`src/rtl/modulo_bcd_if.sv`:
```
// Handshake and data bundle between the sign/magnitude source and the BCD converter.
// The master drives the operand and start request; the slave returns status and digits.
interface modulo_bcd_if #(
    parameter int WIDTH  = 6,
    parameter int DIGITS = 2
);
    logic [WIDTH-1:0]    s;
    logic                com_sinal;
    logic                inicio;
    logic                ocupado;
    logic                pronto;
    logic                bitSinal;
    logic [4*DIGITS-1:0] bcd;
    logic                estouro;

    modport master (
        output s, com_sinal, inicio,
        input  ocupado, pronto, bitSinal, bcd, estouro
    );

    modport slave (
        input  s, com_sinal, inicio,
        output ocupado, pronto, bitSinal, bcd, estouro
    );
endinterface

```
`src/rtl/modulo_bcd.sv`:
```
// Sequential signed-magnitude to packed-BCD converter (shift-and-add-3, one bit per clock).
// Results, sign and overflow are registered and only change on the finishing cycle.
module modulo_bcd #(
    parameter int WIDTH  = 6,
    parameter int DIGITS = 2
) (
    input  logic          clk,
    input  logic          rst,
    modulo_bcd_if.slave   bus
);
    localparam int CW = $clog2(WIDTH + 1);

    typedef enum logic [1:0] {
        OCIOSO  = 2'd0,
        DESLOCA = 2'd1,
        FIM     = 2'd2
    } state_t;

    state_t              r_state;
    state_t              w_state_next;

    logic [CW-1:0]       r_cnt;
    logic [WIDTH-1:0]    r_mag;
    logic [4*DIGITS-1:0] r_dig;
    logic                r_sign;
    logic                r_ovf;

    logic                r_ocupado;
    logic                r_pronto;
    logic                r_bit_sinal;
    logic [4*DIGITS-1:0] r_bcd;
    logic                r_estouro;

    logic                w_sign_in;
    logic [WIDTH-1:0]    w_mag_in;
    logic [4*DIGITS-1:0] w_adj;

    // Two's complement negate in WIDTH bits; the most negative value maps to 2^(WIDTH-1).
    assign w_sign_in = bus.com_sinal & bus.s[WIDTH-1];
    assign w_mag_in  = (bus.s ^ {WIDTH{w_sign_in}}) + WIDTH'(w_sign_in);

    generate
        for (genvar gi = 0; gi < DIGITS; gi++) begin : g_adj
            assign w_adj[4*gi +: 4] = (r_dig[4*gi +: 4] >= 4'd5)
                                    ? r_dig[4*gi +: 4] + 4'd3
                                    : r_dig[4*gi +: 4];
        end
    endgenerate

    always_ff @(posedge clk or posedge rst) begin
        if (rst) begin
            r_state <= OCIOSO;
        end else begin
            r_state <= w_state_next;
        end
    end

    always_comb begin
        w_state_next = r_state;
        case (r_state)
            OCIOSO:  if (bus.inicio) w_state_next = DESLOCA;
            DESLOCA: if (r_cnt == CW'(1)) w_state_next = FIM;
            FIM:     w_state_next = OCIOSO;
            default: w_state_next = OCIOSO;
        endcase
    end

    always_ff @(posedge clk or posedge rst) begin
        if (rst) begin
            r_cnt  <= '0;
            r_mag  <= '0;
            r_dig  <= '0;
            r_sign <= 1'b0;
            r_ovf  <= 1'b0;
        end else begin
            case (r_state)
                OCIOSO: begin
                    if (bus.inicio) begin
                        r_cnt  <= CW'(WIDTH);
                        r_mag  <= w_mag_in;
                        r_dig  <= '0;
                        r_sign <= w_sign_in;
                        r_ovf  <= 1'b0;
                    end
                end
                DESLOCA: begin
                    // Adjusted digits and magnitude shift as one register; the top bit leaving is overflow.
                    r_dig <= {w_adj[4*DIGITS-2:0], r_mag[WIDTH-1]};
                    r_mag <= {r_mag[WIDTH-2:0], 1'b0};
                    r_ovf <= r_ovf | w_adj[4*DIGITS-1];
                    r_cnt <= r_cnt - CW'(1);
                end
                default: ;
            endcase
        end
    end

    always_ff @(posedge clk or posedge rst) begin
        if (rst) begin
            r_ocupado   <= 1'b0;
            r_pronto    <= 1'b0;
            r_bit_sinal <= 1'b0;
            r_bcd       <= '0;
            r_estouro   <= 1'b0;
        end else begin
            // Busy covers the shift phase plus the cycle in which results are presented.
            r_ocupado <= (w_state_next != OCIOSO) || (r_state == FIM);
            r_pronto  <= (r_state == FIM);
            if (r_state == FIM) begin
                r_bcd       <= r_dig;
                r_bit_sinal <= r_sign;
                r_estouro   <= r_ovf;
            end
        end
    end

    assign bus.ocupado  = r_ocupado;
    assign bus.pronto   = r_pronto;
    assign bus.bitSinal = r_bit_sinal;
    assign bus.bcd      = r_bcd;
    assign bus.estouro  = r_estouro;
endmodule

```
`src/flat_wrapper.sv`:
```
// flat-port wrapper written by rule: the top's interface ports become plain ports
module modulo_bcd_flat 
#(
    parameter int WIDTH  = 6,
    parameter int DIGITS = 2
)
  (clk, rst, bus_s, bus_com_sinal, bus_inicio, bus_ocupado, bus_pronto, bus_bitSinal, bus_bcd, bus_estouro);
  modulo_bcd_if #(.WIDTH(WIDTH), .DIGITS(DIGITS)) bus_i ();
  input  logic clk;
  input  logic rst;
  input wire logic [$bits(bus_i.s)-1:0] bus_s;
  input wire logic [$bits(bus_i.com_sinal)-1:0] bus_com_sinal;
  input wire logic [$bits(bus_i.inicio)-1:0] bus_inicio;
  output wire logic [$bits(bus_i.ocupado)-1:0] bus_ocupado;
  output wire logic [$bits(bus_i.pronto)-1:0] bus_pronto;
  output wire logic [$bits(bus_i.bitSinal)-1:0] bus_bitSinal;
  output wire logic [$bits(bus_i.bcd)-1:0] bus_bcd;
  output wire logic [$bits(bus_i.estouro)-1:0] bus_estouro;
  assign bus_i.s = bus_s;
  assign bus_i.com_sinal = bus_com_sinal;
  assign bus_i.inicio = bus_inicio;
  assign bus_ocupado = bus_i.ocupado;
  assign bus_pronto = bus_i.pronto;
  assign bus_bitSinal = bus_i.bitSinal;
  assign bus_bcd = bus_i.bcd;
  assign bus_estouro = bus_i.estouro;
  modulo_bcd #(.WIDTH(WIDTH), .DIGITS(DIGITS)) u_core (.clk(clk), .rst(rst), .bus(bus_i));
endmodule
```
`config.mk`:
```
export PLATFORM = sky130hd
export DESIGN_NAME = modulo_bcd_flat
export DESIGN_NICKNAME = d
export VERILOG_FILES = /design/src/rtl/modulo_bcd_if.sv /design/src/rtl/modulo_bcd.sv /design/src/flat_wrapper.sv
export SDC_FILE = /design/constraint.sdc
export NUM_CORES = 1
export LEC_CHECK = 0
export ABC_AREA = 1
export CORE_MARGIN = 10
export CORE_UTILIZATION = 47
export CTS_CLUSTER_SIZE = 40
export DETAILED_ROUTE_END_ITERATION = 8
export GPL_ROUTABILITY_DRIVEN = 0
export PLACE_DENSITY_LB_ADDON = 0.1
export SLEW_MARGIN = 20
export SYNTH_ARGS = -nofsm -noshare
export SYNTH_HDL_FRONTEND = slang
export SYNTH_SLANG_ARGS = --single-unit
```
`constraint.sdc`:
```
create_clock -name clk -period 1.2 [get_ports clk]
set_input_delay 0.18 -clock clk [delete_from_list [all_inputs] [get_ports clk]]
set_output_delay 0.18 -clock clk [all_outputs]
set_load 0.02 [all_outputs]
```
==> summary.md <==
| Metric | Value |
|---|---|
| Hold-fix buffer count after cts | 0 |
| Initial DRT Pass Iterations | 6 |
| Switching power share of the total | between 40% and 50% |
| Slowest stage cell on the critical path | sky130_fd_sc_hd__dfrtp_2 |
| Clock root buffer master | sky130_fd_sc_hd__clkbuf_4 |
| Yosys cell types | 23 |
| Post-Synthesis Mean Instance Area | a little over 8 sq um |
| Die Area | approximately 6300 sq um |
| Placed Area | 2130 sq um |
| Instance count of the mapped netlist | between 200 and 250 |
| Synthesized netlist net count | around 220 |
| Rows | 21 |
| Slew at the pin closest to its max-slew limit | 309 ps |
| Die Width | about 80 microns |
| Part of the total power dissipated in combinational logic | a little under three fifths |
| Antenna diode count | 0 |
| Data required time of the worst path | approximately 1400 ps |
| Number of clock sinks | 33 |
| Setup repair after global routing missed its margin | true |
| Number of fill cells | between 200 and 250 |
| Number of clock buffers inserted by TritonCTS | 5 |
| Final hold violation count | 0 |
| Port Buf Inserts | 21 |
| Sort of element at the end of the critical path | flip-flop |
| Internal power of the cells | 3780 uW |
| Placeable Area | 3390 sq um |
| Category of the worst setup path launch point | flip-flop |
| Total power divided by cell area | 2680 nW/um^2 |
| Mean routed wirelength per cell | 14.0 microns |
| Maximum count of clock buffers along a single path | 2 |
| Portion of the clock cycle consumed by the worst path in the final layout | 105% |
| PnR Total Power | around 6600 uW |
| Data arrival time of the critical path | 1480 ps |
| Post-route standard cell area excluding fillers | between 2000 and 2500 sq um |
| Insertion delay of the later-clocked pin in the worst-skew pair | between 300 and 400 ps |
| Top cells by area, synth | sky130_fd_sc_hd__dfrtp_1 50%, sky130_fd_sc_hd__nand2_1 14%, sky130_fd_sc_hd__o21ai_0 6.0% |
| Count of final max-slew check failures | 0 |
| Maximum number of pins on one net before global-route repair | 34 |
| Net switching power of the design | around 2800 uW |
| Remaining number of nets flagged by the antenna check after routing | 0 |
| Wire length of the first global-routing pass | 6.68 mm |
| Max transition margin | roughly four fifths |
| Number of nets in the final layout | 280 |
| Largest clock skew in the final design | 5.48 ps |
| Proportion of synthesized chip area in sequential cells | about 50% |
| Buffering stage count on the worst path with inverters included | 2 |
| Clock share of power | around an eighth |
| Detailed-route DRC error count | 0 |
| Share of total power in sequential cells | 30.6% |
| Boundary Pins | 22 |
| DRC marker count from the first detailed-route iteration | about 120 |
| Post-layout worst setup margin | -65.1 ps |
| Max_cap viols | 0 |
| Outcome | complete, but fails checks |
| Vias per cell | between 5 and 6 |
| CP cell instances | inv_2, ha_4, inv_4, nand2_4, nand3_4, o211ai_1, o21ai_1 |
| Crit-path max FO | 4 |
| Hold Path Class | in -> async |
| H-tree depth reported by CTS | 2 |
| Number of antenna violations at the first check in global routing | 0 |
| Vertical die dimension | approximately 80 microns |
| GRT Overall Usage | a little over an eighth |
| Worst vdd ir | around 1.3 mV |
| Final setup violation count | 6 |
| Count of warnings emitted by yosys | 0 |
| Critical Setup Path Class | reg -> reg |
| Initial core utilization | roughly half |
| Growth of design area from synthesis to finish | 48.0% |
| Leakage | 0.00124 uW |
| Cell area after synthesis | about 1700 sq um |
| Shortest clock period the worst path allows after layout | 1270 ps |
| Global route total overflow | 0 |
| Fraction of layout instances using a drive strength above 1 | between 40% and 50% |
| Violations in the final reports | setup timing |
| Top-area cell type share of the netlist area | 49.6% |
| Final HPWL from detailed placement | 2.76 mm |
| Via count of the first global-routing pass | about 1,500 |
| Routed via count | 1,600 |
| TritonCTS clock tree | yes |
| Delay of the slowest cell on the worst path | approximately 460 ps |
| Register clock-pin slew on the reported worst setup and hold paths | approximately 100 ps |
| Library cell occupying the most area in the post-synthesis netlist | sky130_fd_sc_hd__dfrtp_1 |
| FF+latch count, synth | 33 |
| Worst path top cell family by delay | flip-flops |
| Total Routed Length | around 4.3 mm |
| Max frequency | approximately 0.79 GHz |
## state kept, by name, summed over array words and instances (netlist names), 2 cells and up
| signal | count |
|---|---|
| u_core.bus.bcd | 8 |
| u_core.r_state | 2 |
| u_core.r_dig | 8 |
| u_core.r_cnt | 3 |
| u_core.r_mag | 6 |
## worst register-to-register path: stages (launching register included)
cell                       delay, ps
sky130_fd_sc_hd__dfrtp_2         460
sky130_fd_sc_hd__inv_2            90
sky130_fd_sc_hd__ha_4            140
sky130_fd_sc_hd__inv_4            40
sky130_fd_sc_hd__nand2_4          60
sky130_fd_sc_hd__nand3_4          90
sky130_fd_sc_hd__o211ai_1        180
sky130_fd_sc_hd__o21ai_1          90
## metrics by stage
step | hold WS [ps] | setup TNS [ps] | instances | utilization [%] | worst slack (ps)
floorplan | 301 | -3.06 | 204 | - | -1.53
global placement | 444 | -2530 | 292 | 62.9 | -360
detailed placement | 446 | -3000 | 292 | 62.9 | -434
CTS | 196 | -18.1 | 304 | 68.4 | -14.6
global route | 195 | -959 | 310 | 72.6 | -139
finish | 191 | -181 | 310 | 72.6 | -65.1
## cell usage in the layout, fill, tap and decap left out, types with 3 or more instances in the layout
cell	synthesis	routed
sky130_fd_sc_hd__nand2_1	63	50
sky130_fd_sc_hd__nand2_4	0	3
sky130_fd_sc_hd__dfrtp_1	33	30
sky130_fd_sc_hd__o21ai_1	2	6
sky130_fd_sc_hd__nor2_1	8	5
sky130_fd_sc_hd__buf_2	4	9
sky130_fd_sc_hd__buf_4	1	30
sky130_fd_sc_hd__clkdlybuf4s50_1	0	6
sky130_fd_sc_hd__inv_1	25	17
sky130_fd_sc_hd__nand2_2	1	11
sky130_fd_sc_hd__inv_4	0	3
sky130_fd_sc_hd__ha_4	0	4
sky130_fd_sc_hd__nand3_1	17	11
sky130_fd_sc_hd__nor2_4	2	4
sky130_fd_sc_hd__o21ai_2	0	5
sky130_fd_sc_hd__dfrtp_2	0	3
sky130_fd_sc_hd__o21ai_0	20	11
sky130_fd_sc_hd__inv_2	3	8
sky130_fd_sc_hd__nand3_2	0	4
sky130_fd_sc_hd__clkbuf_4	0	5
sky130_fd_sc_hd__buf_6	1	4
sky130_fd_sc_hd__o211ai_1	4	4
## area by class of cell
class / count / area (sq um) / area share [%]
multi-input combinational: 137 / 902 / 36.6
sequential: 33 / 830 / 33.7
timing repair buffer: 57 / 467 / 19.0
inverter: 28 / 115 / 4.67
tap: 46 / 57.6 / 2.34
clock buffer: 7 / 55.1 / 2.24
clock inverter: 1 / 30.0 / 1.22
timing repair inverter: 1 / 6.26 / 0.254
## kinds of logic after synthesis
group / synth area share (%)
AO/OA/AOI/OAI: 11.1
XOR/XNOR: 1.05
adder cells (fa/ha/maj): 5.26
buffers and inverters: 8.65
flip-flops: 49.6
AND/OR/NAND/NOR: 24.3
## routing by layer
metal / GRT usage, % / vias to the layer above / part of all wire, % / wire length (microns)
met5: 0 / - / 0 / 0
met4: 4.66 / 0 / 0.85 / 37
met3: 5.41 / 7 / 5.4 / 234
met2: 23.5 / 40 / 54 / 2340
met1: 13.6 / 775 / 40 / 1730
li1: - / 778 / - / -
## timing repair
item	CTS	global route
hold endpoints to repair	0	0
setup endpoints to repair	22	34
buffers inserted	4	4
gates resized for setup	56	68
pin swaps	5	15
cloned	0	2
## synthesized netlist by cell type, drive strengths merged
library cell / count
o21ai: 22
nand3b: 1
nand3: 17
a31oi: 1
inv: 28
ha: 7
a22oi: 2
buf: 6
nor2: 11
o22ai: 3
nor3: 2
dfrtp: 33
xor2: 2
nand2: 64
a21oi: 1
o211ai: 4
## power groups by stage
stage / logic [uW] / clock network, uW / registers, uW
3_5_place_dp: 2780 / 0 / 1940
3_3_place_gp: 2660 / 0 / 1910
5_1_grt: 4070 / 948 / 2070
6_report: 3710 / 872 / 2020
4_1_cts: 3060 / 896 / 1930
2_1_floorplan: 1470 / 0 / 2090
## path summary, 6_finish.rpt
kind	depth (start not counted)	slack, ps	startpoint	end
max	7	-70	u_core.r_dig[0]	u_core.r_dig[2]
min	3	190	rst	u_core.bus.bcd[5]
max reg2reg	7	-70	u_core.r_dig[0]	u_core.r_dig[2]
min reg2reg	1	490	u_core.r_cnt[2]	u_core.r_state[1]
max in group asynchronous	3	820	rst	u_core.r_dig[4]
min in group clk	6	360	bus_s[1]	u_core.r_mag[3]
(Power assumes the default switching activity.)
